<file path="config.mk">
export PLATFORM = sky130hd
export DESIGN_NAME = pattern_vg_multi
export DESIGN_NICKNAME = d
export VERILOG_FILES = /design/src/rtl/pattern_vg_pkg.sv /design/src/rtl/pvg_coord_cnt.sv /design/src/rtl/pattern_vg_multi.sv
export SDC_FILE = /design/constraint.sdc
export NUM_CORES = 1
export LEC_CHECK = 0
export ABC_AREA = 1
export ABC_CLOCK_PERIOD_IN_PS = 5330
export CORE_MARGIN = 10
export CORE_UTILIZATION = 34
export CTS_CLUSTER_SIZE = 25
export DETAILED_ROUTE_END_ITERATION = 7
export GPL_TIMING_DRIVEN = 0
export PLACE_DENSITY_LB_ADDON = 0.08
export REMOVE_ABC_BUFFERS = 1
export SLEW_MARGIN = 0
export SYNTH_ARGS = -nofsm -noshare
export SYNTH_HDL_FRONTEND = slang
export SYNTH_SLANG_ARGS = --single-unit
export TNS_END_PERCENT = 5
</file>
<file path="constraint.sdc">
create_clock -name pix_clk -period 5.33 [get_ports pix_clk]
set_input_delay 1.066 -clock pix_clk [delete_from_list [all_inputs] [get_ports pix_clk]]
set_output_delay 1.066 -clock pix_clk [all_outputs]
set_load 0.01 [all_outputs]
</file>
<file path="src/rtl/pattern_vg_pkg.sv">
// Shared mode encodings, bar colour table and pipeline latency for the video test-pattern generator.
package pattern_vg_pkg;

    localparam int PVG_LATENCY = 2;

    typedef enum logic [2:0] {
        MODE_SOLID = 3'd0,
        MODE_BARS  = 3'd1,
        MODE_RAMP  = 3'd2,
        MODE_CHECK = 3'd3,
        MODE_GRID  = 3'd4,
        MODE_MOVE  = 3'd5,
        MODE_OFF   = 3'd6
    } pvg_mode_e;

    // {R,G,B} full/zero flags, left to right: white, yellow, cyan, green, magenta, red, blue, black
    function automatic logic [2:0] bar_flags(input logic [2:0] idx);
        logic [2:0] f;
        case (idx)
            3'd0:    f = 3'b111;
            3'd1:    f = 3'b110;
            3'd2:    f = 3'b011;
            3'd3:    f = 3'b010;
            3'd4:    f = 3'b101;
            3'd5:    f = 3'b100;
            3'd6:    f = 3'b001;
            default: f = 3'b000;
        endcase
        return f;
    endfunction

endpackage

</file>
<file path="src/rtl/pvg_coord_cnt.sv">
// Pixel/line coordinate tracker: vs/de edge detection, x/y counters, frame counter and moving-bar position.
// x/y are the coordinates of the pixel currently on the input bus; frame_start is a one-cycle pulse.
module pvg_coord_cnt #(
    parameter int X_BITS    = 13,
    parameter int Y_BITS    = 13,
    parameter int H_ACT     = 1280,
    parameter int MOVE_STEP = 4
) (
    input  logic              pix_clk,
    input  logic              rst,
    input  logic              vs_in,
    input  logic              de_in,
    output logic [X_BITS-1:0] x_o,
    output logic [Y_BITS-1:0] y_o,
    output logic [X_BITS-1:0] bar_pos_o,
    output logic              frame_start_o
);

    logic              vs_q, vs_d;
    logic              de_q, de_d;
    logic [X_BITS-1:0] x_q, x_d;
    logic [Y_BITS-1:0] y_q, y_d;
    logic [7:0]        frame_cnt_q, frame_cnt_d;
    logic [X_BITS-1:0] bar_q, bar_d;
    logic [X_BITS:0]   bar_sum;
    logic              frame_start;
    logic              de_fall;

    assign frame_start = vs_in & ~vs_q;
    assign de_fall     = de_q & ~de_in;
    assign bar_sum     = {1'b0, bar_q} + (X_BITS+1)'(MOVE_STEP);

    always_comb begin
        vs_d = vs_in;
        de_d = de_in;

        x_d = x_q;
        if (de_fall) begin
            x_d = '0;
        end else if (de_in && (x_q != {X_BITS{1'b1}})) begin
            x_d = x_q + 1'b1;
        end

        // A frame start outranks a line end landing in the same cycle
        y_d = y_q;
        if (frame_start) begin
            y_d = '0;
        end else if (de_fall && (y_q != {Y_BITS{1'b1}})) begin
            y_d = y_q + 1'b1;
        end

        frame_cnt_d = frame_start ? frame_cnt_q + 8'd1 : frame_cnt_q;

        bar_d = bar_q;
        if (frame_start) begin
            if (bar_sum >= (X_BITS+1)'(H_ACT)) begin
                bar_d = X_BITS'(bar_sum - (X_BITS+1)'(H_ACT));
            end else begin
                bar_d = X_BITS'(bar_sum);
            end
        end
    end

    always_ff @(posedge pix_clk or posedge rst) begin
        if (rst) begin
            vs_q        <= 1'b0;
            de_q        <= 1'b0;
            x_q         <= '0;
            y_q         <= '0;
            frame_cnt_q <= '0;
            bar_q       <= '0;
        end else begin
            vs_q        <= vs_d;
            de_q        <= de_d;
            x_q         <= x_d;
            y_q         <= y_d;
            frame_cnt_q <= frame_cnt_d;
            bar_q       <= bar_d;
        end
    end

    assign x_o           = x_q;
    assign y_o           = y_q;
    assign bar_pos_o     = bar_q;
    assign frame_start_o = frame_start;

endmodule

</file>
<file path="src/rtl/pattern_vg_multi.sv">
// Multi-mode video test-pattern generator with a fixed 2-cycle sync/data pipeline.
// Optional PATTERN_VG_BORDER_EN forces a one-pixel white frame border in every mode.
module pattern_vg_multi
    import pattern_vg_pkg::*;
#(
    parameter int COLOR_DEPTH = 8,
    parameter int X_BITS      = 13,
    parameter int Y_BITS      = 13,
    parameter int H_ACT       = 1280,
    parameter int V_ACT       = 720,
    parameter int CHECK_LOG2  = 5,
    parameter int GRID_LOG2   = 6,
    parameter int RAMP_SHIFT  = 2,
    parameter int MOVE_STEP   = 4
) (
    input  logic                     pix_clk,
    input  logic                     rst,
    input  logic [2:0]               mode_in,
    input  logic [3*COLOR_DEPTH-1:0] color_in,
    input  logic                     vs_in,
    input  logic                     hs_in,
    input  logic                     de_in,
    output logic                     vs_out,
    output logic                     hs_out,
    output logic                     de_out,
    output logic [COLOR_DEPTH-1:0]   r_out,
    output logic [COLOR_DEPTH-1:0]   g_out,
    output logic [COLOR_DEPTH-1:0]   b_out
);

    localparam int                       BAR_W = H_ACT / 8;
    localparam logic [3*COLOR_DEPTH-1:0] WHITE = {(3*COLOR_DEPTH){1'b1}};

    logic [X_BITS-1:0] x_cnt;
    logic [Y_BITS-1:0] y_cnt;
    logic [X_BITS-1:0] bar_pos;
    logic              frame_start;

    pvg_coord_cnt #(
        .X_BITS    (X_BITS),
        .Y_BITS    (Y_BITS),
        .H_ACT     (H_ACT),
        .MOVE_STEP (MOVE_STEP)
    ) u_coord (
        .pix_clk       (pix_clk),
        .rst           (rst),
        .vs_in         (vs_in),
        .de_in         (de_in),
        .x_o           (x_cnt),
        .y_o           (y_cnt),
        .bar_pos_o     (bar_pos),
        .frame_start_o (frame_start)
    );

    pvg_mode_e                mode_q, mode_d;
    logic [3*COLOR_DEPTH-1:0] color_q, color_d;
    logic [X_BITS-1:0]        x1_q, x1_d;
    logic [Y_BITS-1:0]        y1_q, y1_d;
    logic                     de1_q, de1_d, hs1_q, hs1_d, vs1_q, vs1_d;
    logic                     de2_q, de2_d, hs2_q, hs2_d, vs2_q, vs2_d;
    logic [3*COLOR_DEPTH-1:0] rgb2_q, rgb2_d;

    logic [2:0]               bar_idx;
    logic [2:0]               flags;
    logic [COLOR_DEPTH-1:0]   ramp_v;
    logic                     grid_hit;
    logic                     in_bar;
    logic [3*COLOR_DEPTH-1:0] pix;

    assign grid_hit = (x1_q[GRID_LOG2-1:0] == '0) || (y1_q[GRID_LOG2-1:0] == '0) ||
                      (x1_q == X_BITS'(H_ACT - 1)) || (y1_q == Y_BITS'(V_ACT - 1));

    // Extra bit keeps bar_pos+BAR_W from wrapping, so the bar clips at the right edge
    assign in_bar = ({1'b0, x1_q} >= {1'b0, bar_pos}) &&
                    ({1'b0, x1_q} <  ({1'b0, bar_pos} + (X_BITS+1)'(BAR_W)));

    always_comb begin
        mode_d  = frame_start ? pvg_mode_e'(mode_in) : mode_q;
        color_d = frame_start ? color_in : color_q;
        x1_d    = x_cnt;
        y1_d    = y_cnt;
        de1_d   = de_in;
        hs1_d   = hs_in;
        vs1_d   = vs_in;

        // Descending scan leaves the first bar whose right edge lies beyond x; overlong lines land in bar 7
        bar_idx = 3'd7;
        for (int k = 6; k >= 0; k--) begin
            if (int'(x1_q) < (k + 1) * BAR_W) begin
                bar_idx = 3'(k);
            end
        end
        flags  = bar_flags(bar_idx);
        ramp_v = COLOR_DEPTH'(x1_q >> RAMP_SHIFT);

        case (mode_q)
            MODE_SOLID: pix = color_q;
            MODE_BARS:  pix = {{COLOR_DEPTH{flags[2]}}, {COLOR_DEPTH{flags[1]}}, {COLOR_DEPTH{flags[0]}}};
            MODE_RAMP:  pix = {ramp_v, ramp_v, ramp_v};
            MODE_CHECK: pix = (x1_q[CHECK_LOG2] ^ y1_q[CHECK_LOG2]) ? WHITE : '0;
            MODE_GRID:  pix = grid_hit ? WHITE : '0;
            MODE_MOVE:  pix = in_bar ? WHITE : '0;
            default:    pix = '0;
        endcase

`ifdef PATTERN_VG_BORDER_EN
        if ((x1_q == '0) || (x1_q == X_BITS'(H_ACT - 1)) ||
            (y1_q == '0) || (y1_q == Y_BITS'(V_ACT - 1))) begin
            pix = WHITE;
        end
`endif

        vs2_d  = vs1_q;
        hs2_d  = hs1_q;
        de2_d  = de1_q;
        rgb2_d = de1_q ? pix : '0;
    end

    always_ff @(posedge pix_clk or posedge rst) begin
        if (rst) begin
            mode_q  <= MODE_SOLID;
            color_q <= '0;
            x1_q    <= '0;
            y1_q    <= '0;
            de1_q   <= 1'b0;
            hs1_q   <= 1'b0;
            vs1_q   <= 1'b0;
            de2_q   <= 1'b0;
            hs2_q   <= 1'b0;
            vs2_q   <= 1'b0;
            rgb2_q  <= '0;
        end else begin
            mode_q  <= mode_d;
            color_q <= color_d;
            x1_q    <= x1_d;
            y1_q    <= y1_d;
            de1_q   <= de1_d;
            hs1_q   <= hs1_d;
            vs1_q   <= vs1_d;
            de2_q   <= de2_d;
            hs2_q   <= hs2_d;
            vs2_q   <= vs2_d;
            rgb2_q  <= rgb2_d;
        end
    end

    assign vs_out = vs2_q;
    assign hs_out = hs2_q;
    assign de_out = de2_q;
    assign r_out  = rgb2_q[3*COLOR_DEPTH-1 -: COLOR_DEPTH];
    assign g_out  = rgb2_q[2*COLOR_DEPTH-1 -: COLOR_DEPTH];
    assign b_out  = rgb2_q[COLOR_DEPTH-1:0];

endmodule

</file>
### Word level (Yosys, flattened, before mapping)

Index checks and enable logic that the tools add are counted.

* add/sub/neg operators: 5
* order comparisons: 10
* equality and inequality tests: 15
* mux-type cells: 18
* bitwise operators: 5
* reductions and logical operators: 12

Operators with widths (number)
* $pmux W24 S6: 1
* $mux W24: 4
* $mux W13: 5
* $lt A13 B10 Y1 const B: 3
* $add A13 B1 Y13 const B: 2
* $lt A13 B9 Y1 const B: 2
* $ne A13 B13 Y1 const B: 2
* $pmux W3 S7: 1
* $eq A3 B3 Y1 const B: 5
* $mux W3: 5
* $add A13 B3 Y14 const B: 1
* $add A13 B8 Y14 const B: 1
* $ge A14 B11 Y1 const B: 1
* $lt A13 B14 Y1: 1
* $eq A13 B10 Y1 const B: 1
* $eq A13 B11 Y1 const B: 1
* $ge A13 B13 Y1: 1
* $lt A13 B11 Y1 const B: 1
* $lt A13 B8 Y1 const B: 1
* $sub A13 B11 Y13 const B: 1
* $eq A3 B2 Y1 const B: 4
* $logic_not A6 Y1: 2
* $eq A3 B1 Y1 const B: 2
* $logic_not A3 Y1: 2
* other kinds (8): 15

* register bits after elaboration: 122
* bits of input ports: 32
* output and inout port bits: 27
* word-level logic and storage cells: 79

### Logic depth before layout (Yosys ltp)

* word-level depth: 12
* gate-level depth with buffers: 18
* depth with buffers taken out: 17

### Modules after synthesis

From an unflattened synthesis, not the netlist that was laid out.

* cell total of the unflattened synthesis: 765
* area, all modules: 6556.3 um2

By module, submodules not included
* pattern_vg_multi: times used 1, cells an instance 455, area each 4144.0 um2, seq. area each 2077.0 um2
* pvg_coord_cnt: times used 1, cells an instance 310, area each 2412.3 um2, seq. area each 975.9 um2

### Least setup slack after synthesis

OpenSTA, ideal clock, no wires.

* kind: register -> register
* start: register u_coord.bar_q[5], in the netlist u_coord.bar_pos_o[5]
* end: register rgb2_q[13]
* library setup time: 113 ps
* arrival time: 2127 ps
* required time: 5217 ps
* setup slack: 3090 ps
* stages on the path, launching flop included: 17
* path buffers: 1
* period minus slack after synthesis: 2240 ps
* cells stage by stage: dfrtp_1 -> ha_1 -> nor2_1 -> nor2_2 -> xor2_1 -> ha_1 -> nand2_1 -> o21a_1 -> nand2_1 -> nand2_1 -> nand3_4 -> nand2_4 -> inv_4 -> buf_6 -> nand3_1 -> nand2_1 -> inv_1

* cells in the longest elaborated chain, start to end: 6
* elaborated cells on any way between the ends: 7
* classes of those cells: 1 x add/sub; 2 x order compare; 3 x mux; 1 x reduce/logical

Ends and longest elaborated chain
* start: declaration: RTL line pvg_coord_cnt.sv:24 `logic [X_BITS-1:0] bar_q, bar_d;`
* start signal: assignment: RTL line pvg_coord_cnt.sv:78 `bar_q <= bar_d;`
* $add A13 B8 Y14: RTL line pattern_vg_multi.sv:75 `({1'b0, x1_q} < ({1'b0, bar_pos} + (X_BITS+1)'(BAR_W)));`
* $lt A13 B14 Y1: RTL line pattern_vg_multi.sv:75
* $logic_and A1 B1 Y1 (*): RTL line pattern_vg_multi.sv:74 `assign in_bar = ({1'b0, x1_q} >= {1'b0, bar_pos}) &&`
* $mux W24 (*): RTL line pattern_vg_multi.sv:102 `MODE_MOVE: pix = in_bar ? WHITE : '0;`
* $pmux W24 S6 (*): RTL line pattern_vg_multi.sv:96 `case (mode_q)`
* $mux W24 (*): RTL line pattern_vg_multi.sv:116 `rgb2_d = de1_q ? pix : '0;`
* net rgb2_d[13]: RTL line pattern_vg_multi.sv:61 `logic [3*COLOR_DEPTH-1:0] rgb2_q, rgb2_d;`
* end signal: assignment: RTL line pattern_vg_multi.sv:143 `rgb2_q <= rgb2_d;`
* end: declaration: RTL line pattern_vg_multi.sv:61

Mark *: on every way through the listed nets, which the timed path passes. The rest lies on a longest branch.
A chain may end at the register's enable or synchronous reset.

### Worst setup path after layout

* start: input port vs_in
* end: register u_coord.bar_q[12], in the netlist u_coord.bar_pos_o[12]

* cells in the longest elaborated chain, start to end: 1

Ends and longest elaborated chain
* start: declaration: RTL line pattern_vg_multi.sv:20 `input logic vs_in,`
* $and A1 B1 Y1: RTL line pvg_coord_cnt.sv:29 `assign frame_start = vs_in & ~vs_q;`

No other way between the ends.

==> summary.md <==
• **outcome** finished clean
• **routed vias/inst** 4.81
• **Netlist cell types** 37
• **top-area cell type share of the netlist area** 0.487
• **clock sink total** 120
• **H-tree levels** 4
• **Worst Hold Margin** 0.348 ns
• **maximum single-stage delay on the critical path** 0.52 ns
• **synth-to-layout area growth** 24.5%
• **switching fraction of total power** 0.322
• **Crit path max-delay family** buffers and inverters
• **dpl hpwl** 11400 um
• **unrepaired setup endpoints after global routing** false
• **Vias** 5214
• **most used flip-flop cell after synthesis** sky130_fd_sc_hd__dfrtp_1
• **R2R setup slack** 2.75 ns
• **number of hold-repair buffers added at the cts stage** 0
• **total wirelength of the detailed-routed design** 15700 um
• **clock tree from TritonCTS** yes
• **Std-Cell Core Area** 17900 um2
• **final critical-path required period** 2.70 ns
• **total of buffers placed on input and output ports** 58
• **Max transition margin** 0.352
• **Post-Synthesis Cell Area** 6170 um2
• **synthesized area per cell** 7.93 um2
• **dominant cells by area after synthesis** sky130_fd_sc_hd__dfrtp_1 49%, sky130_fd_sc_hd__nand2_1 15%, sky130_fd_sc_hd__ha_1 5.3%
• **global-route wire length before repair** 26200 um
• **maximum resistive drop on vdd** 0.225 mV
• **cell count after synthesis** 778
• **Wirelength per Cell** 14.4 um
• **Setup-failing EPs final** 0
• **Fmax achieved** 370 MHz
• **clock root buffer** sky130_fd_sc_hd__clkbuf_16
• **worst hold path class** register to register
• **Rows** 49
• **count of antenna diodes in the layout** 0
• **# nets final** 900
• **height of the die** 155 um
• **number of gates resized after cts** 0
• **library cell with the largest summed area after synthesis** sky130_fd_sc_hd__dfrtp_1
• **sum of internal, switching and leakage power** 3.13 mW
• **number of antenna violations at the first check in global routing** 0
• **share of the core filled with cells in the final layout** 0.429
• **Clock Pin Slew Worst Setup and Hold Paths** 0.06 ns
• **cell count after placement** 1052
• **area enclosed by the die boundary** 23900 um2
• **max-cap viol count** 0
• **number of DRC markers after the initial detailed-route iteration** 271
• **clock skew** 0.00663 ns
• **worst endpoint required time** 5.59 ns
• **startpoint-to-endpoint class of the critical path** primary input to register
• **Critical-path top delay cell** sky130_fd_sc_hd__inv_2
• **final non-filler cell total** 1084
• **critical path fanouts, max** 43
• **CP endpoint kind** register
• **Switching Power** 1.01 mW
• **gpl congestion** 0.889
• **portion of total power attributed to sequential cells** 0.368
• **category of the worst setup path launch point** primary input
• **fraction of final layout cells sized beyond drive strength 1** 0.0749
• **count of flip-flops with a built-in enable after synthesis** 0
• **detailed-routing iteration count for the pre-antenna-repair pass** 5
• **proportion of power drawn by combinational gates** 0.236
• **Syn. warnings** 0
• **number of storage elements in the synthesis netlist** 120
• **post-route cell area** 7680 um2
• **power density over cell area** 408 nW/um2
• **All-Layer GR Usage** 0.133
• **relative contribution of the clock network to total power** 0.396
• **overflow left after global routing** 0
• **final number of hold-violating endpoints** 0
• **Residual DRC** 0
• **starting utilization of the core area** 0.345
• **number of buffers and inverters on the critical path** 3
• **pins over their slew limit** 0
• **sequential element share of the synthesized area** 0.487
• **count of nets left with antenna violations after detail routing** 0
• **Ports** 59
• **Chip Width** 155 um
• **Pleak** 3.83 nW
• **Critical Path, Cell by Cell** clkdlybuf4s50_1 -> inv_1 -> nor2_4 -> inv_2 -> a21oi_1 -> a22oi_1
• **Worst Path Arrival** 2.96 ns
• **clock buffer count from CTS** 17
• **count of buffers added by post-CTS timing repair for setup** 0
• **placed instance area** 7040 um2
• **fillcell total** 1827
• **share of flip-flops with an asynchronous set or reset after synthesis** 1.00
• **Int Pwr** 2.13 mW
• **slew at the pin closest to its max-slew limit** 0.971 ns
• **post-route fraction of the period consumed by the critical path** 0.507
• **maximum number of pins on one net before global-route repair** 85
• **number of buffers between clock root and the deepest sink** 2
• **via count of the first global-routing pass** 5236
• **clock insertion delay at the later pin of the skew report** 0.42 ns
[power groups by stage]
stage	Combinational [mW]	Sequential [mW]	Clock, mW
floorplan	0.505	1.15	0
global placement	0.724	1.17	0
finish	0.739	1.15	1.24
detailed placement	0.744	1.17	0
CTS	0.749	1.16	1.27
global route	0.855	1.18	1.31
[area by class of cell]
| cell class | count | area [um2] | area share |
|---|---|---|---|
| sequential | 120 | 3000 | 0.391 |
| clock inverter | 15 | 216 | 0.0282 |
| timing repair buffer | 60 | 636 | 0.0828 |
| clock buffer | 17 | 425 | 0.0554 |
| inverter | 101 | 387 | 0.0503 |
| tap | 229 | 287 | 0.0373 |
| multi-input combinational | 542 | 2730 | 0.355 |
[cells in the final DEF, fill, tap and decap left out, types with 6 or more instances in the layout]
cell                              instances
sky130_fd_sc_hd__a21oi_1                 26
sky130_fd_sc_hd__a22oi_1                  9
sky130_fd_sc_hd__clkbuf_16               17
sky130_fd_sc_hd__clkdlybuf4s50_1         58
sky130_fd_sc_hd__dfrtp_1                120
sky130_fd_sc_hd__ha_1                    26
sky130_fd_sc_hd__inv_1                   85
sky130_fd_sc_hd__inv_2                   11
sky130_fd_sc_hd__nand2_1                242
sky130_fd_sc_hd__nand3_1                 56
sky130_fd_sc_hd__nand4_1                 19
sky130_fd_sc_hd__nor2_1                  70
sky130_fd_sc_hd__nor2_2                   6
sky130_fd_sc_hd__nor3_1                  12
sky130_fd_sc_hd__o21ai_0                 15
sky130_fd_sc_hd__o21ai_1                 17
sky130_fd_sc_hd__xor2_1                  16
[kinds of logic (layout without fill, tap and decap cells)]
group / after synthesis / after routing / share of synthesized area
adders and majority gates: 26 / 26 / 0.0527
xor gates and xnor gates: 19 / 19 / 0.0270
and+or+nand+nor: 421 / 421 / 0.292
AOI/OAI and AO/OA: 76 / 76 / 0.0690
DFF: 120 / 120 / 0.487
buffers and inverters: 116 / 193 / 0.0728
[worst paths after layout]
path                                                   from                                end  depth (start not counted)
hold / removal                              hs1_q$_DFF_PP0_                   hs_out$_DFF_PP0_                          0
min in group asynchronous                               rst         u_coord.x_o[7]$_DFFE_PP0P_                          2
setup reg to reg           u_coord.bar_pos_o[2]$_DFFE_PP0P_  u_coord.bar_pos_o[10]$_DFFE_PP0P_                         14
setup / recovery                                      vs_in  u_coord.bar_pos_o[12]$_DFFE_PP0P_                          6
hold reg to reg                             hs1_q$_DFF_PP0_                   hs_out$_DFF_PP0_                          0
max in group asynchronous                               rst            color_q[22]$_DFFE_PP0P_                          3
[state kept, by name, summed over array words and instances (netlist names), 3 cells and up]
name               flops
color_q               24
x1_q                  13
u_coord.bar_pos_o     11
rgb2_q                24
y1_q                  13
u_coord.x_o           13
u_coord.y_o           13
mode_q                 3
[metrics by stage]
step,setup TNS (ns),setup slack [ns]
floorplan,0,1.08
global placement,-114.27,-0.858
detailed placement,0,2.09
CTS,0,2.54
global route,0,2.42
finish,0,2.63
[cells in the mapped netlist (all sizes together), types with 2 or more instances]
cell type	number
a21oi	26
a22oi	9
buf	5
clkbuf	10
clkinv	3
dfrtp	120
ha	26
inv	98
nand2	247
nand3	57
nand4	19
nor2	77
nor3	15
nor4	3
o21ai	32
o22ai	2
o31ai	3
xnor2	3
xor2	16
[routing by layer]
layer | track usage | vias up | wire length [um]
met4 | 0.0481 | 0 | 225
met2 | 0.215 | 101 | 7530
li1 | - | 2632 | -
met1 | 0.171 | 2460 | 7240
met3 | 0.0305 | 21 | 655
met5 | 0 | - | 0
(Power assumes the default switching activity.)
